[src/rtl/player_controller_gen_if.sv]
// Player controller bus: tick strobes and buttons in, position/state/pulses out.
interface player_controller_gen_if #(
  parameter int unsigned POS_W = 6
) ();
  logic [1:0]       game_tick;
  logic             button_up;
  logic             button_down;
  logic             crash;
  logic [POS_W-1:0] player_position;
  logic             game_start_pulse;
  logic             game_over_pulse;
  logic             jump_pulse;
  logic             jumping;
  logic             ducking;
  logic [2:0]       state;

  modport master (
    output game_tick, button_up, button_down, crash,
    input  player_position, game_start_pulse, game_over_pulse, jump_pulse,
           jumping, ducking, state
  );

  modport slave (
    input  game_tick, button_up, button_down, crash,
    output player_position, game_start_pulse, game_over_pulse, jump_pulse,
           jumping, ducking, state
  );
endinterface

[src/rtl/player_controller_gen.sv]
// Runner-game player controller: run/duck/jump/game-over FSM with jump physics,
// a jump buffer for early presses and a restart hold-off after game over.
module player_controller_gen #(
  parameter int unsigned POS_W         = 6,
  parameter int unsigned JUMP_VEL      = 7,
  parameter int unsigned GRAVITY       = 1,
  parameter int unsigned BUF_TICKS     = 3,
  parameter int unsigned HOLDOFF_TICKS = 8
) (
  input logic                    clk,
  input logic                    reset_n,
  player_controller_gen_if.slave bus
);

  localparam int unsigned VEL_W  = POS_W + 2;
  localparam int unsigned SUM_W  = POS_W + 3;
  localparam int unsigned BUF_W  = (BUF_TICKS < 1) ? 1 : $clog2(BUF_TICKS + 1);
  localparam int unsigned HOLD_W = (HOLDOFF_TICKS < 1) ? 1 : $clog2(HOLDOFF_TICKS + 1);

  localparam logic signed [VEL_W-1:0] JUMP_V = VEL_W'(JUMP_VEL);
  localparam logic signed [VEL_W-1:0] G1     = VEL_W'(GRAVITY);
  localparam logic signed [VEL_W-1:0] G2     = VEL_W'(2 * GRAVITY);
  localparam logic [POS_W-1:0]        POS_MAX = '1;
  localparam logic [BUF_W-1:0]        BUF_LOAD  = BUF_W'(BUF_TICKS);
  localparam logic [HOLD_W-1:0]       HOLD_LOAD = HOLD_W'(HOLDOFF_TICKS);

  typedef enum logic [2:0] {
    RESTART   = 3'd0,
    JUMPING   = 3'd1,
    RUNNING   = 3'd2,
    DUCKING   = 3'd3,
    GAME_OVER = 3'd4
  } state_t;

  state_t                    state_q, state_d;
  logic [POS_W-1:0]          pos_q;
  logic signed [VEL_W-1:0]   vel_q;
  logic [BUF_W-1:0]          buf_q;
  logic [HOLD_W-1:0]         hold_q;

  logic                      tick0, tick1;
  logic signed [SUM_W-1:0]   next_sum;
  logic                      next_le0, vel_le0, over_max, land_cond;
  logic                      launch, start, go_enter, rebound, phys;

  assign tick0 = bus.game_tick[0];
  assign tick1 = bus.game_tick[1];

  // Candidate height for this physics tick and its landing/clamp conditions.
  always_comb begin
    next_sum  = $signed({3'b000, pos_q}) + $signed({vel_q[VEL_W-1], vel_q});
    next_le0  = next_sum[SUM_W-1] || (next_sum == '0);
    vel_le0   = vel_q[VEL_W-1] || (vel_q == '0);
    over_max  = !next_sum[SUM_W-1] && (next_sum[SUM_W-2:POS_W] != '0);
    land_cond = tick1 && next_le0 && vel_le0;
  end

  // State register.
  always_ff @(posedge clk or negedge reset_n) begin
    if (!reset_n) state_q <= RESTART;
    else          state_q <= state_d;
  end

  // Next-state logic plus the transition strobes the datapath and pulses use.
  always_comb begin
    state_d  = state_q;
    launch   = 1'b0;
    start    = 1'b0;
    go_enter = 1'b0;
    rebound  = 1'b0;
    case (state_q)
      RESTART: begin
        if (tick0 && bus.button_up) begin
          state_d = JUMPING;
          launch  = 1'b1;
          start   = 1'b1;
        end
      end
      RUNNING: begin
        if (tick0) begin
          if (bus.crash) begin
            state_d  = GAME_OVER;
            go_enter = 1'b1;
          end else if (bus.button_down) begin
            state_d = DUCKING;
          end else if (bus.button_up) begin
            state_d = JUMPING;
            launch  = 1'b1;
          end
        end
      end
      DUCKING: begin
        if (tick0) begin
          if (bus.crash) begin
            state_d  = GAME_OVER;
            go_enter = 1'b1;
          end else if (!bus.button_down) begin
            state_d = RUNNING;
          end
        end
      end
      JUMPING: begin
        // A crash on tick0 pre-empts any landing on the same cycle.
        if (tick0 && bus.crash) begin
          state_d  = GAME_OVER;
          go_enter = 1'b1;
        end else if (land_cond) begin
          if (buf_q != '0) rebound = 1'b1;
          else             state_d = RUNNING;
        end
      end
      GAME_OVER: begin
        if (tick0 && bus.button_up && (hold_q == '0)) state_d = RUNNING;
      end
      default: state_d = RESTART;
    endcase
  end

  assign phys = (state_q == JUMPING) && tick1 && !go_enter;

  // Height and velocity: launch, ballistic update, landing/rebound, ground clamp.
  always_ff @(posedge clk or negedge reset_n) begin
    if (!reset_n) begin
      pos_q <= '0;
      vel_q <= '0;
    end else begin
      if (launch) begin
        vel_q <= JUMP_V;
      end else if (phys) begin
        if (land_cond) begin
          pos_q <= '0;
          vel_q <= rebound ? JUMP_V : '0;
        end else begin
          pos_q <= over_max ? POS_MAX : next_sum[POS_W-1:0];
          vel_q <= vel_q - (bus.button_down ? G2 : G1);
        end
      end
      // Game over keeps the crash height on display; every other non-jump state sits on the ground.
      if (state_d != JUMPING && state_d != GAME_OVER) pos_q <= '0;
    end
  end

  // Jump buffer and game-over hold-off counters.
  always_ff @(posedge clk or negedge reset_n) begin
    if (!reset_n) begin
      buf_q  <= '0;
      hold_q <= '0;
    end else begin
      // A fresh press outranks the consumption by a rebound on the same cycle.
      if ((state_q == JUMPING) && tick0 && bus.button_up) buf_q <= BUF_LOAD;
      else if (rebound)                                   buf_q <= '0;
      else if (tick0 && (buf_q != '0))                    buf_q <= buf_q - BUF_W'(1);

      if (go_enter)                     hold_q <= HOLD_LOAD;
      else if (tick0 && (hold_q != '0)) hold_q <= hold_q - HOLD_W'(1);
    end
  end

  // Outputs: state decodes and transition pulses, pulses forced low during reset.
  always_comb begin
    bus.state            = state_q;
    bus.player_position  = pos_q;
    bus.jumping          = (state_q == JUMPING);
    bus.ducking          = (state_q == DUCKING);
    bus.game_start_pulse = reset_n & start;
    bus.game_over_pulse  = reset_n & go_enter;
    bus.jump_pulse       = reset_n & (launch | rebound);
  end

endmodule
[src/flat_wrapper.sv]
// flat-port wrapper written by rule: the top's interface ports become plain ports
module player_controller_gen_flat 
#(
  parameter int unsigned POS_W         = 6,
  parameter int unsigned JUMP_VEL      = 7,
  parameter int unsigned GRAVITY       = 1,
  parameter int unsigned BUF_TICKS     = 3,
  parameter int unsigned HOLDOFF_TICKS = 8
)
  (clk, reset_n, bus_game_tick, bus_button_up, bus_button_down, bus_crash, bus_player_position, bus_game_start_pulse, bus_game_over_pulse, bus_jump_pulse, bus_jumping, bus_ducking, bus_state);
  player_controller_gen_if #(.POS_W(POS_W)) bus_i ();
  input logic clk;
  input logic reset_n;
  input wire logic [$bits(bus_i.game_tick)-1:0] bus_game_tick;
  input wire logic [$bits(bus_i.button_up)-1:0] bus_button_up;
  input wire logic [$bits(bus_i.button_down)-1:0] bus_button_down;
  input wire logic [$bits(bus_i.crash)-1:0] bus_crash;
  output wire logic [$bits(bus_i.player_position)-1:0] bus_player_position;
  output wire logic [$bits(bus_i.game_start_pulse)-1:0] bus_game_start_pulse;
  output wire logic [$bits(bus_i.game_over_pulse)-1:0] bus_game_over_pulse;
  output wire logic [$bits(bus_i.jump_pulse)-1:0] bus_jump_pulse;
  output wire logic [$bits(bus_i.jumping)-1:0] bus_jumping;
  output wire logic [$bits(bus_i.ducking)-1:0] bus_ducking;
  output wire logic [$bits(bus_i.state)-1:0] bus_state;
  assign bus_i.game_tick = bus_game_tick;
  assign bus_i.button_up = bus_button_up;
  assign bus_i.button_down = bus_button_down;
  assign bus_i.crash = bus_crash;
  assign bus_player_position = bus_i.player_position;
  assign bus_game_start_pulse = bus_i.game_start_pulse;
  assign bus_game_over_pulse = bus_i.game_over_pulse;
  assign bus_jump_pulse = bus_i.jump_pulse;
  assign bus_jumping = bus_i.jumping;
  assign bus_ducking = bus_i.ducking;
  assign bus_state = bus_i.state;
  player_controller_gen #(.POS_W(POS_W), .JUMP_VEL(JUMP_VEL), .GRAVITY(GRAVITY), .BUF_TICKS(BUF_TICKS), .HOLDOFF_TICKS(HOLDOFF_TICKS)) u_core (.clk(clk), .reset_n(reset_n), .bus(bus_i));
endmodule
[config.mk]
export PLATFORM = sky130hd
export DESIGN_NAME = player_controller_gen_flat
export DESIGN_NICKNAME = d
export VERILOG_FILES = /design/src/rtl/player_controller_gen_if.sv /design/src/rtl/player_controller_gen.sv /design/src/flat_wrapper.sv
export SDC_FILE = /design/constraint.sdc
export NUM_CORES = 1
export LEC_CHECK = 0
export ABC_AREA = 1
export CAP_MARGIN = 0
export CORE_ASPECT_RATIO = 0.7
export CORE_UTILIZATION = 50
export CTS_CLUSTER_SIZE = 28
export DETAILED_ROUTE_END_ITERATION = 7
export GPL_ROUTABILITY_DRIVEN = 0
export HOLD_SLACK_MARGIN = 0.02
export PLACE_DENSITY = 0.81
export REMOVE_ABC_BUFFERS = 1
export SETUP_SLACK_MARGIN = 0.15
export SLEW_MARGIN = 30
export SYNTH_ARGS = -nofsm -noshare
export SYNTH_HDL_FRONTEND = slang
export SYNTH_SLANG_ARGS = --single-unit
[constraint.sdc]
create_clock -name clk -period 5.6 [get_ports clk]
set_input_delay 1.12 -clock clk [delete_from_list [all_inputs] [get_ports clk]]
set_output_delay 1.12 -clock clk [all_outputs]
set_load 0.01 [all_outputs]
**Word level (Yosys, flattened, before mapping)**

Index checks and enable logic that the tools add are counted.

- Register bits: 23
- Input port bits: 7
- Output and inout bits: 14

- Add/sub/neg operators: 4
- Equal/unequal tests: 7
- Muxes and demuxes: 43
- Bitwise operators: 4
- Reductions and logical operators: 30

Operator list:

| kind | count |
|---|---|
| $mux 3 | 13 |
| $mux 6 | 5 |
| $mux 8 | 3 |
| $pmux 3 s5 | 1 |
| $logic_and 1x1->1 | 13 |
| $mux 1 | 13 |
| $reduce_bool 2->1 | 5 |
| $add 7x8->9 | 1 |
| $logic_not 9->1 | 1 |
| $logic_not 8->1 | 1 |
| $mux 2 | 4 |
| $mux 4 | 2 |
| $sub 8x3->8 | 1 |
| $eq 3x2->1 const B | 2 |
| $logic_not 4->1 | 1 |
| $pmux 1 s2 | 2 |
| $reduce_bool 4->1 | 1 |
| $sub 4x1->4 const B | 1 |
| $and 1x1->1 | 3 |
| $eq 3x1->1 const B | 1 |
| $eq 3x3->1 const B | 1 |
| $logic_not 3->1 | 1 |
| $ne 3x1->1 const B | 1 |
| $ne 3x3->1 const B | 1 |
| 8 further kinds | 10 |

**Depth between registers and ports, before layout**

Gate-level depths: netlist of the first run.

- Depth in word-level cells: 12
- Depth in mapped cells: 15

**Worst setup path before layout of the first run**

OpenSTA, ideal clock, no wires.

- Path type: register -> output
- Start: register u_core.pos_q[0], in the netlist u_core.bus.player_position[0]
- End: output port bus_jump_pulse
- Arrival time: 2.172 ns
- Required time: 4.480 ns
- Path slack: 2.308 ns
- Cell stages (with the launch flop): 11
- Buffers on the path: 0
- Cells stage by stage: dfrtp_1 > ha_1 > fa_1 > or2_2 > nor2_1 > nand3_1 > nor2_1 > nand2_1 > nand2_4 > nand4_2 > a21oi_1

- Word-level cells in the longest chain between the ends: 10

RTL lines:

| what | line | text |
|---|---|---|
| start: declaration | player_controller_gen.sv:36 | `logic [POS_W-1:0] pos_q;` |
| start signal: assignment | player_controller_gen.sv:134 | `pos_q <= over_max ? POS_MAX : next_sum[POS_W-1:0];` |
| $add 7x8->9 * | player_controller_gen.sv:51 | `next_sum = $signed({3'b000, pos_q}) + $signed({vel_q[VEL_W-1], vel_q});` |
| $logic_not 9->1 | player_controller_gen.sv:52 | `next_le0 = next_sum[SUM_W-1] \|\| (next_sum == '0);` |
| $logic_or 1x1->1 * | player_controller_gen.sv:52 |  |
| $logic_and 1x1->1 * (2 in a row) | player_controller_gen.sv:55 | `land_cond = tick1 && next_le0 && vel_le0;` |
| $mux 1 * | player_controller_gen.sv:107 | `end else if (land_cond) begin` |
| $mux 1 * | player_controller_gen.sv:104 | `if (tick0 && bus.crash) begin` |
| $mux 1 * | player_controller_gen.sv:71 | `case (state_q)` |
| $or 1x1->1 * | player_controller_gen.sv:167 | `bus.jump_pulse = reset_n & (launch \| rebound);` |
| $and 1x1->1 * | player_controller_gen.sv:167 |  |
| end: declaration | flat_wrapper.sv:21 | `output wire logic [$bits(bus_i.jump_pulse)-1:0] bus_jump_pulse;` |

Every way passes the cells marked *; elsewhere a longest branch is shown, timed or not.

**Worst setup path in the final report of the first run**

- Start: input port bus_game_tick[0]
- End: output port bus_jump_pulse

- Word-level cells in the longest chain between the ends: 5
- Elaborated cells on any way between the ends: 9

RTL lines:

| what | line | text |
|---|---|---|
| start: declaration | flat_wrapper.sv:14 | `input wire logic [$bits(bus_i.game_tick)-1:0] bus_game_tick;` |
| $logic_and 1x1->1 (on tied branches) | player_controller_gen.sv:73, player_controller_gen.sv:104 |  |
| $mux 1 (on tied branches) | player_controller_gen.sv:73, player_controller_gen.sv:104 |  |
| $pmux 1 s2 / $mux 1 (equally long branches) | player_controller_gen.sv:71 |  |
| $or 1x1->1 * | player_controller_gen.sv:167 |  |
| $and 1x1->1 * | player_controller_gen.sv:167 |  |

Marked as above.

==> results of run 1 <==
[per-stage QoR]
stage | util | instances | setup WS (ns)
6_report | 0.618 | 332 | 1.32
5_1_grt | 0.618 | 332 | 1.21
3_5_place_dp | 0.606 | 328 | 1.35
3_3_place_gp | 0.606 | 328 | 1.43
4_1_cts | 0.618 | 332 | 1.35
2_1_floorplan | - | 257 | 2.31
[registers in the layout, indices dropped and copies added (netlist names)]
name                        flops
u_core.buf_q                    2
u_core.bus.player_position      6
u_core.bus.state                3
u_core.hold_q                   4
u_core.vel_q                    8
[cell usage in the layout (no fill, tap or decap), types with 7 or more instances in the layout]
cell                              count
sky130_fd_sc_hd__nand3_1             18
sky130_fd_sc_hd__ha_1                10
sky130_fd_sc_hd__dfrtp_1             23
sky130_fd_sc_hd__nor2_2               7
sky130_fd_sc_hd__clkdlybuf4s50_1     20
sky130_fd_sc_hd__xor2_1               8
sky130_fd_sc_hd__nand2_1             56
sky130_fd_sc_hd__a21oi_1             13
sky130_fd_sc_hd__nor2_1              25
sky130_fd_sc_hd__inv_1               39
[layout make-up]
type	count	area, um2	area share
inverters	44	165	0.0746
multi-input cells	190	1160	0.523
clock buffers	4	45.0	0.0203
repair buffers	21	208	0.0938
well taps	50	62.6	0.0282
flip-flops and latches	23	576	0.260
[worst max-delay path, cell delays in order]
cell                              delay [ns]
sky130_fd_sc_hd__clkdlybuf4s50_1        0.50
sky130_fd_sc_hd__nand2_1                0.22
sky130_fd_sc_hd__inv_1                  0.07
sky130_fd_sc_hd__nor2_2                 0.13
sky130_fd_sc_hd__inv_1                  0.08
sky130_fd_sc_hd__nor2_1                 0.12
sky130_fd_sc_hd__nand4_2                0.18
sky130_fd_sc_hd__a21oi_1                0.18
sky130_fd_sc_hd__clkdlybuf4s50_1        0.55
[final timing paths]
path / start / endpoint / slack, ns / cells past startpoint
worst max-delay path: bus_game_tick[0] / bus_jump_pulse / 1.32 / 9
worst max register to register: u_core.bus.player_position[0] / u_core.bus.player_position[1] / 3.15 / 13
worst min-delay path: u_core.hold_q[3] / u_core.hold_q[3] / 0.50 / 1
max in group asynchronous: reset_n / u_core.vel_q[1] / 4.14 / 2
worst min register to register: u_core.hold_q[3] / u_core.hold_q[3] / 0.50 / 1
min in group asynchronous: reset_n / u_core.vel_q[7] / 1.22 / 2
[synth_stat cells]
cell / count / area share
sky130_fd_sc_hd__xor2_1: 8 / 0.037
sky130_fd_sc_hd__o21ai_2: 1 / 0.0046
sky130_fd_sc_hd__nor4_1: 1 / 0.0033
sky130_fd_sc_hd__nand4_2: 2 / 0.013
sky130_fd_sc_hd__o21ai_0: 4 / 0.011
sky130_fd_sc_hd__a21oi_4: 1 / 0.0086
sky130_fd_sc_hd__nor2_1: 25 / 0.049
sky130_fd_sc_hd__nand3_1: 18 / 0.047
sky130_fd_sc_hd__nor3_4: 3 / 0.026
sky130_fd_sc_hd__ha_1: 10 / 0.066
sky130_fd_sc_hd__fa_1: 2 / 0.021
sky130_fd_sc_hd__o22ai_1: 5 / 0.016
sky130_fd_sc_hd__o31ai_1: 1 / 0.0040
sky130_fd_sc_hd__nor2_2: 7 / 0.023
sky130_fd_sc_hd__nand2_4: 5 / 0.030
sky130_fd_sc_hd__or2_2: 2 / 0.0066
sky130_fd_sc_hd__nand3b_1: 2 / 0.0079
sky130_fd_sc_hd__o21ai_1: 5 / 0.013
sky130_fd_sc_hd__o41ai_1: 1 / 0.0046
sky130_fd_sc_hd__nor3_2: 1 / 0.0053
sky130_fd_sc_hd__nor3_1: 3 / 0.0079
sky130_fd_sc_hd__nand3_4: 1 / 0.0092
sky130_fd_sc_hd__nand3_2: 3 / 0.016
sky130_fd_sc_hd__nand4_1: 2 / 0.0066
sky130_fd_sc_hd__a21oi_1: 13 / 0.034
sky130_fd_sc_hd__nand2_2: 5 / 0.016
sky130_fd_sc_hd__inv_1: 39 / 0.077
sky130_fd_sc_hd__and3_2: 1 / 0.0040
sky130_fd_sc_hd__inv_2: 5 / 0.0099
sky130_fd_sc_hd__dfrtp_1: 23 / 0.30
sky130_fd_sc_hd__o211ai_1: 2 / 0.0079
sky130_fd_sc_hd__nand2_1: 56 / 0.11
[power groups by stage]
| stage | combinational (mW) | clock [mW] | sequential, mW |
|---|---|---|---|
| floorplan | 0.497 | 0 | 0.298 |
| global placement | 0.656 | 0 | 0.306 |
| detailed placement | 0.672 | 0 | 0.308 |
| CTS | 0.679 | 0.104 | 0.305 |
| global route | 0.764 | 0.109 | 0.316 |
| finish | 0.685 | 0.102 | 0.306 |
[kinds of logic (layout without fill, tap and decap cells)]
| kind of cell | after synthesis | in the layout | synth area share |
|---|---|---|---|
| simple gates | 137 | 137 | 0.382 |
| buf+inv | 44 | 69 | 0.0870 |
| compound gates | 33 | 33 | 0.104 |
| flops | 23 | 23 | 0.303 |
| fa+ha+maj | 12 | 12 | 0.0870 |
| xor+xnor | 8 | 8 | 0.0369 |
[metal layers]
metal | GRT usage | share of wire | vias to the layer above
met5 | 0 | 0 | -
met4 | 0.0247 | 0.0027 | 0
met3 | 0.0506 | 0.060 | 2
met2 | 0.330 | 0.43 | 48
met1 | 0.367 | 0.50 | 791
li1 | - | - | 884
==> parameters.txt, run 1 <==
Parameter                              Value

Global routing
  Largest net degree at the start of global routing ... 25
  Vias in the first global route ... 1503
  Initial antenna violation count ... 0
  First-pass GRT wire length ... 7000 um
  Sum of overflow across all layers after global routing ... 0
  Total Routing Usage GR ... 0.232

Power and ir drop
  Maximum vdd drop ... 0.240 mV
  Switching part of the total ... 0.499
  Total design power ... 1.09 mW
  Pwr Density ... 494 nW/um2
  Share of total power in combinational logic ... 0.626
  Switching power total ... 546 uW
  Cell-internal power ... 547 uW
  Static Leakage ... 1.11 nW
  Power share of the clock group ... 0.093
  Sequential share of power ... 0.280

Setup path
  WP data arrival ... 3.16 ns
  Worst setup path category ... in2out
  Kind of start point of the critical path ... primary input
  Maximum fanout along the worst path ... 6
  Required time at the worst-slack endpoint ... 4.48 ns
  Worst setup EP type ... output pin

Logic synthesis
  Number of synthesized register bits ... 23
  Number of instances in the synthesized netlist ... 257
  Mean post-synth cell area ... 7.39 um2
  Share of synthesized area occupied by flip-flops and latches ... 0.303
  Number of distinct library cells after synthesis ... 32
  Post-synth design cell area ... 1900 um2
  YS warnings ... 0

Place
  Placed Instance Area ... 2170 um2
  HPWL after detailed placement ... 3450 um
  Number of I/O port buffers ... 20

Final layout
  Fraction of final layout cells with drive strength greater than 1 ... 0.145
  Synth-to-Final Area Change ... 16.6%
  Post-route cell area ... 2210 um2
  Count of antenna diodes in the layout ... 0
  Final Net Count ... 302
  Filler instances ... 313

CTS
  Number of buffers added for setup after CTS ... 0
  Clock latency on the worst-skew pair ... 0.26 ns
  Clock Tree Buf Depth ... 2
  Number of clock sinks ... 23
  CTS resizes ... 0
  Cell chosen for the clock root ... sky130_fd_sc_hd__clkbuf_8
  TritonCTS clock tree ... yes
  Hold-fix buffer count after cts ... 0
  Max H-tree Level ... 1
  Number of buffers created by CTS ... 3
  Clock transition time at the flip-flop clock pins of the worst setup and hold paths ... 0.08 ns

Detailed routing
  Total iterations of the first detailed-routing run ... 4
  Via density ... 5.20
  Via count ... 1725
  Detail Route Antenna Nets ... 0
  Count of routing violations after the opening detailed-route iteration ... 153
  DR DRC count ... 0
  Drt wl/cell ... 13.3 um
  Drt total wl ... 4430 um

Worst hold path
  Type of the tightest min-delay check ... reg2reg

Floorplan
  Die Area ... 4050 um2
  Number of rows in the core area ... 18
  Top Ports ... 21
  Initial core utilization ... 0.530
  Die extent in x ... 75.7 um
  Height of the die ... 53.6 um
  Core outline area ... 3580 um2

Timing
  Total Neg Setup Slack ... 0 ns
  Clock tree skew after final layout ... 0.00364 ns
  Final-report max-slew violation count ... 0
  Maximum operating frequency ... 0.234 GHz
  Worst-margin pin slew ... 0.390 ns
  Number of setup violations in the final report ... 0
  Final Hold Vio Count ... 0
  Post-route worst hold slack ... 0.496 ns
  Slew Limit Headroom ... 0.736
  Unrepaired setup endpoints after global routing ... false
  Post-route fraction of the period consumed by the critical path ... 0.765
  Fin crit period ... 4.28 ns

Run
  Max-cap violations ... 0

Outcome
  Result of the run ... completed
(Power assumes the default switching activity.)
==> inputs of run 2 (changes only) <==
==> constraint.sdc (replaced) <==
create_clock -name clk -period 4.1 [get_ports clk]
set_input_delay 0.82 -clock clk [delete_from_list [all_inputs] [get_ports clk]]
set_output_delay 0.82 -clock clk [all_outputs]
set_load 0.01 [all_outputs]
==> run 2 against run 1 <==
Effect of this change: worst setup slack got worse by 0.74 ns; final area increased by 0.11%; wire length decreased by 2.3%; final cell count unchanged; flip-flop and latch count unchanged; via count increased by 0.93%; total power increased by 36%; clock skew about the same; critical path depth decreased by 3; sequential power increased by 37%; clock power increased by 38%.
==> parameters.txt, run 2 (same netlist as run 1, synthesis figures left out) <==
Parameter                              Value

Outcome
  Result of the run ... completed

Worst hold path
  Type of the tightest min-delay check ... reg2reg
  Number of cells traversed by the worst hold path ... 1 (unchanged)
  Hold endpoint ... u_core.hold_q[3]
  Start point of the worst min-delay path ... u_core.hold_q[3]

Final layout
  Fraction of final layout cells with drive strength greater than 1 ... 0.145 (unchanged)
  Largest register FFs ... 8 (unchanged)
  Leading cell types in the layout, fill and taps excluded ... 56 x sky130_fd_sc_hd__nand2_1, 39 x sky130_fd_sc_hd__inv_1, 25 x sky130_fd_sc_hd__nor2_1
  Most frequent standard cell in the layout excluding fill and tap cells ... sky130_fd_sc_hd__nand2_1
  Filler instances ... 333 (+6.4%)
  Count of antenna diodes in the layout ... 0 (unchanged)
  Synth-to-Final Area Change ... 16.7%
  Number of cells in the finished layout apart from fillers ... 332 (unchanged)
  Largest Register ... u_core.vel_q
  Final Net Count ... 302 (unchanged)

Timing
  Post-route fraction of the period consumed by the critical path ... 0.859
  Maximum operating frequency ... 0.284 GHz
  Final-report max-slew violation count ... 0 (unchanged)
  Unrepaired setup endpoints after global routing ... false
  Fin crit period ... 3.52 ns
  Slew Limit Headroom ... 0.645 (-0.0917)
  Worst-margin pin slew ... 0.526 ns (+0.136 ns)
  Final Hold Vio Count ... 0 (unchanged)
  Total Neg Setup Slack ... 0 ns (unchanged)
  Number of setup violations in the final report ... 0 (unchanged)
  Clock tree skew after final layout ... 0.00342 ns (-0.000222 ns)

Global routing
  Total Routing Usage GR ... 0.241 (+0.00864)
  Largest net degree at the start of global routing ... 24 (-4.0%)
  First-pass GRT wire length ... 7070 um (+1.1%)
  Initial antenna violation count ... 0 (unchanged)
  Vias in the first global route ... 1487 (-1.1%)
  Sum of overflow across all layers after global routing ... 0 (unchanged)

CTS
  Clock Tree Buf Depth ... 2 (unchanged)
  Clock transition time at the flip-flop clock pins of the worst setup and hold paths ... 0.08 ns (about the same)
  Max H-tree Level ... 1 (unchanged)
  Cell chosen for the clock root ... sky130_fd_sc_hd__clkbuf_8
  TritonCTS clock tree ... yes
  Number of buffers added for setup after CTS ... 0 (unchanged)
  Number of clock sinks ... 23 (unchanged)
  Number of buffers created by CTS ... 3 (unchanged)
  Clock latency on the worst-skew pair ... 0.27 ns (about the same)

Power and ir drop
  Power share of the clock group ... 0.095 (+0.002)
  Maximum vdd drop ... 0.330 mV (+37%)
  Pwr Density ... 671 nW/um2 (+36%)
  Share of total power in combinational logic ... 0.623 (-0.003)
  Cell-internal power ... 746 uW (+36%)
  Sequential share of power ... 0.282 (+0.002)
  Static Leakage ... 1.13 nW (+1.6%)
  Switching part of the total ... 0.498 (-0.00134)
  Switching power total ... 740 uW (+36%)

Setup path
  Required time at the worst-slack endpoint ... 3.28 ns (-1.20 ns)
  R2R depth ... 13 (unchanged)
  Worst r2r dst ... u_core.bus.player_position[1]
  Worst path top cell family by delay ... buffers and inverters
  Cell-by-cell trace of the critical path ... clkdlybuf4s50_1, nand2_1, nor3_4, inv_1, nor2_1, clkdlybuf4s50_1
  WP data arrival ... 2.70 ns (-0.46 ns)
  Worst setup path category ... in2out
  Crit-path max cell delay ... 0.57 ns (+0.02 ns)
  Worst setup EP type ... output pin
  Critical Path Most Common Cell ... sky130_fd_sc_hd__clkdlybuf4s50_1
  Crit path buf inv count ... 3 (-1)
  Kind of start point of the critical path ... primary input
  Critical path's slowest cell ... sky130_fd_sc_hd__clkdlybuf4s50_1
  Maximum fanout along the worst path ... 6 (unchanged)
  Origin of the critical flop-to-flop path ... u_core.bus.player_position[0]
  Worst-case register-to-register setup slack ... 1.62 ns (-1.53 ns)

Detailed routing
  Via density ... 5.24 (+0.93%)
  DR DRC count ... 0 (unchanged)
  Count of routing violations after the opening detailed-route iteration ... 159 (+3.9%)
  Detail Route Antenna Nets ... 0 (unchanged)
  Drt total wl ... 4330 um (-2.3%)
  Via count ... 1741 (+0.93%)
  Drt wl/cell ... 13.0 um (-2.3%)
  Total iterations of the first detailed-routing run ... 4 (unchanged)

Floorplan
  Die extent in x ... 75.7 um (unchanged)
  Number of rows in the core area ... 18 (unchanged)
  Core outline area ... 3580 um2 (unchanged)
  Height of the die ... 53.6 um (unchanged)
  Top Ports ... 21 (unchanged)
  Initial core utilization ... 0.530 (unchanged)
  Die Area ... 4050 um2 (unchanged)

Place
  Number of I/O port buffers ... 20 (unchanged)
  DP Cell Count ... 328 (unchanged)
  HPWL after detailed placement ... 3510 um (+1.8%)

Run
  Max-cap violations ... 0 (unchanged)
## run 2: per-stage QoR
stage,power [mW],area (um2),hold slack (ns),util,setup WS (ns)
after floorplan,1.09,1900,0.458,-,1.11
after global placement,1.31,2170,0.477,0.606,0.524
after detailed placement,1.33,2170,0.486,0.606,0.471
after CTS,1.48,2210,0.500,0.618,0.254
after global routing,1.62,2220,0.521,0.619,0.461
final,1.49,2220,0.496,0.619,0.577
## run 2: repair_timing
item,CTS,global route
setup endpoints to repair,0,1
hold buffers,0,0
gates resized for setup,0,1
## run 2: worst max-delay path by stage
stage / cells past startpoint / slack (ns) / startpoint / to
6_report: 6 / 0.58 / bus_game_tick[0] / bus_game_over_pulse
5_1_grt: 6 / 0.46 / bus_game_tick[0] / bus_game_over_pulse
4_1_cts: 11 / 0.25 / u_core.bus.player_position[0] / bus_jump_pulse
3_5_place_dp: 9 / 0.47 / bus_game_tick[0] / bus_jump_pulse
3_3_place_gp: 9 / 0.52 / bus_game_tick[0] / bus_jump_pulse
2_1_floorplan: 10 / 1.11 / u_core.bus.player_position[0] / bus_jump_pulse
## run 2: layout make-up
cell class	count	area, um2	share of cell area
Inverter	44	165	0.0745
Tap cell	50	62.6	0.0282
Multi-Input combinational cell	190	1160	0.523
Sequential cell	23	576	0.260
Timing Repair Buffer	21	210	0.0948
Clock buffer	4	45.0	0.0203
## run 2: routing by layer
metal  GRT usage  vias to the layer above  part of all wire
met4      0.0463                        0            0.0088
met2       0.317                       44              0.41
met3      0.0562                        4             0.075
met1       0.391                      804              0.50
met5           0                        -                 0
li1            -                      889                 -
## run 2: power by group through the flow
stage | registers [mW] | logic [mW] | clock network, mW
finish | 0.419 | 0.927 | 0.141
global route | 0.432 | 1.04 | 0.155
CTS | 0.418 | 0.920 | 0.145
detailed placement | 0.421 | 0.913 | 0
global placement | 0.421 | 0.889 | 0
floorplan | 0.407 | 0.678 | 0
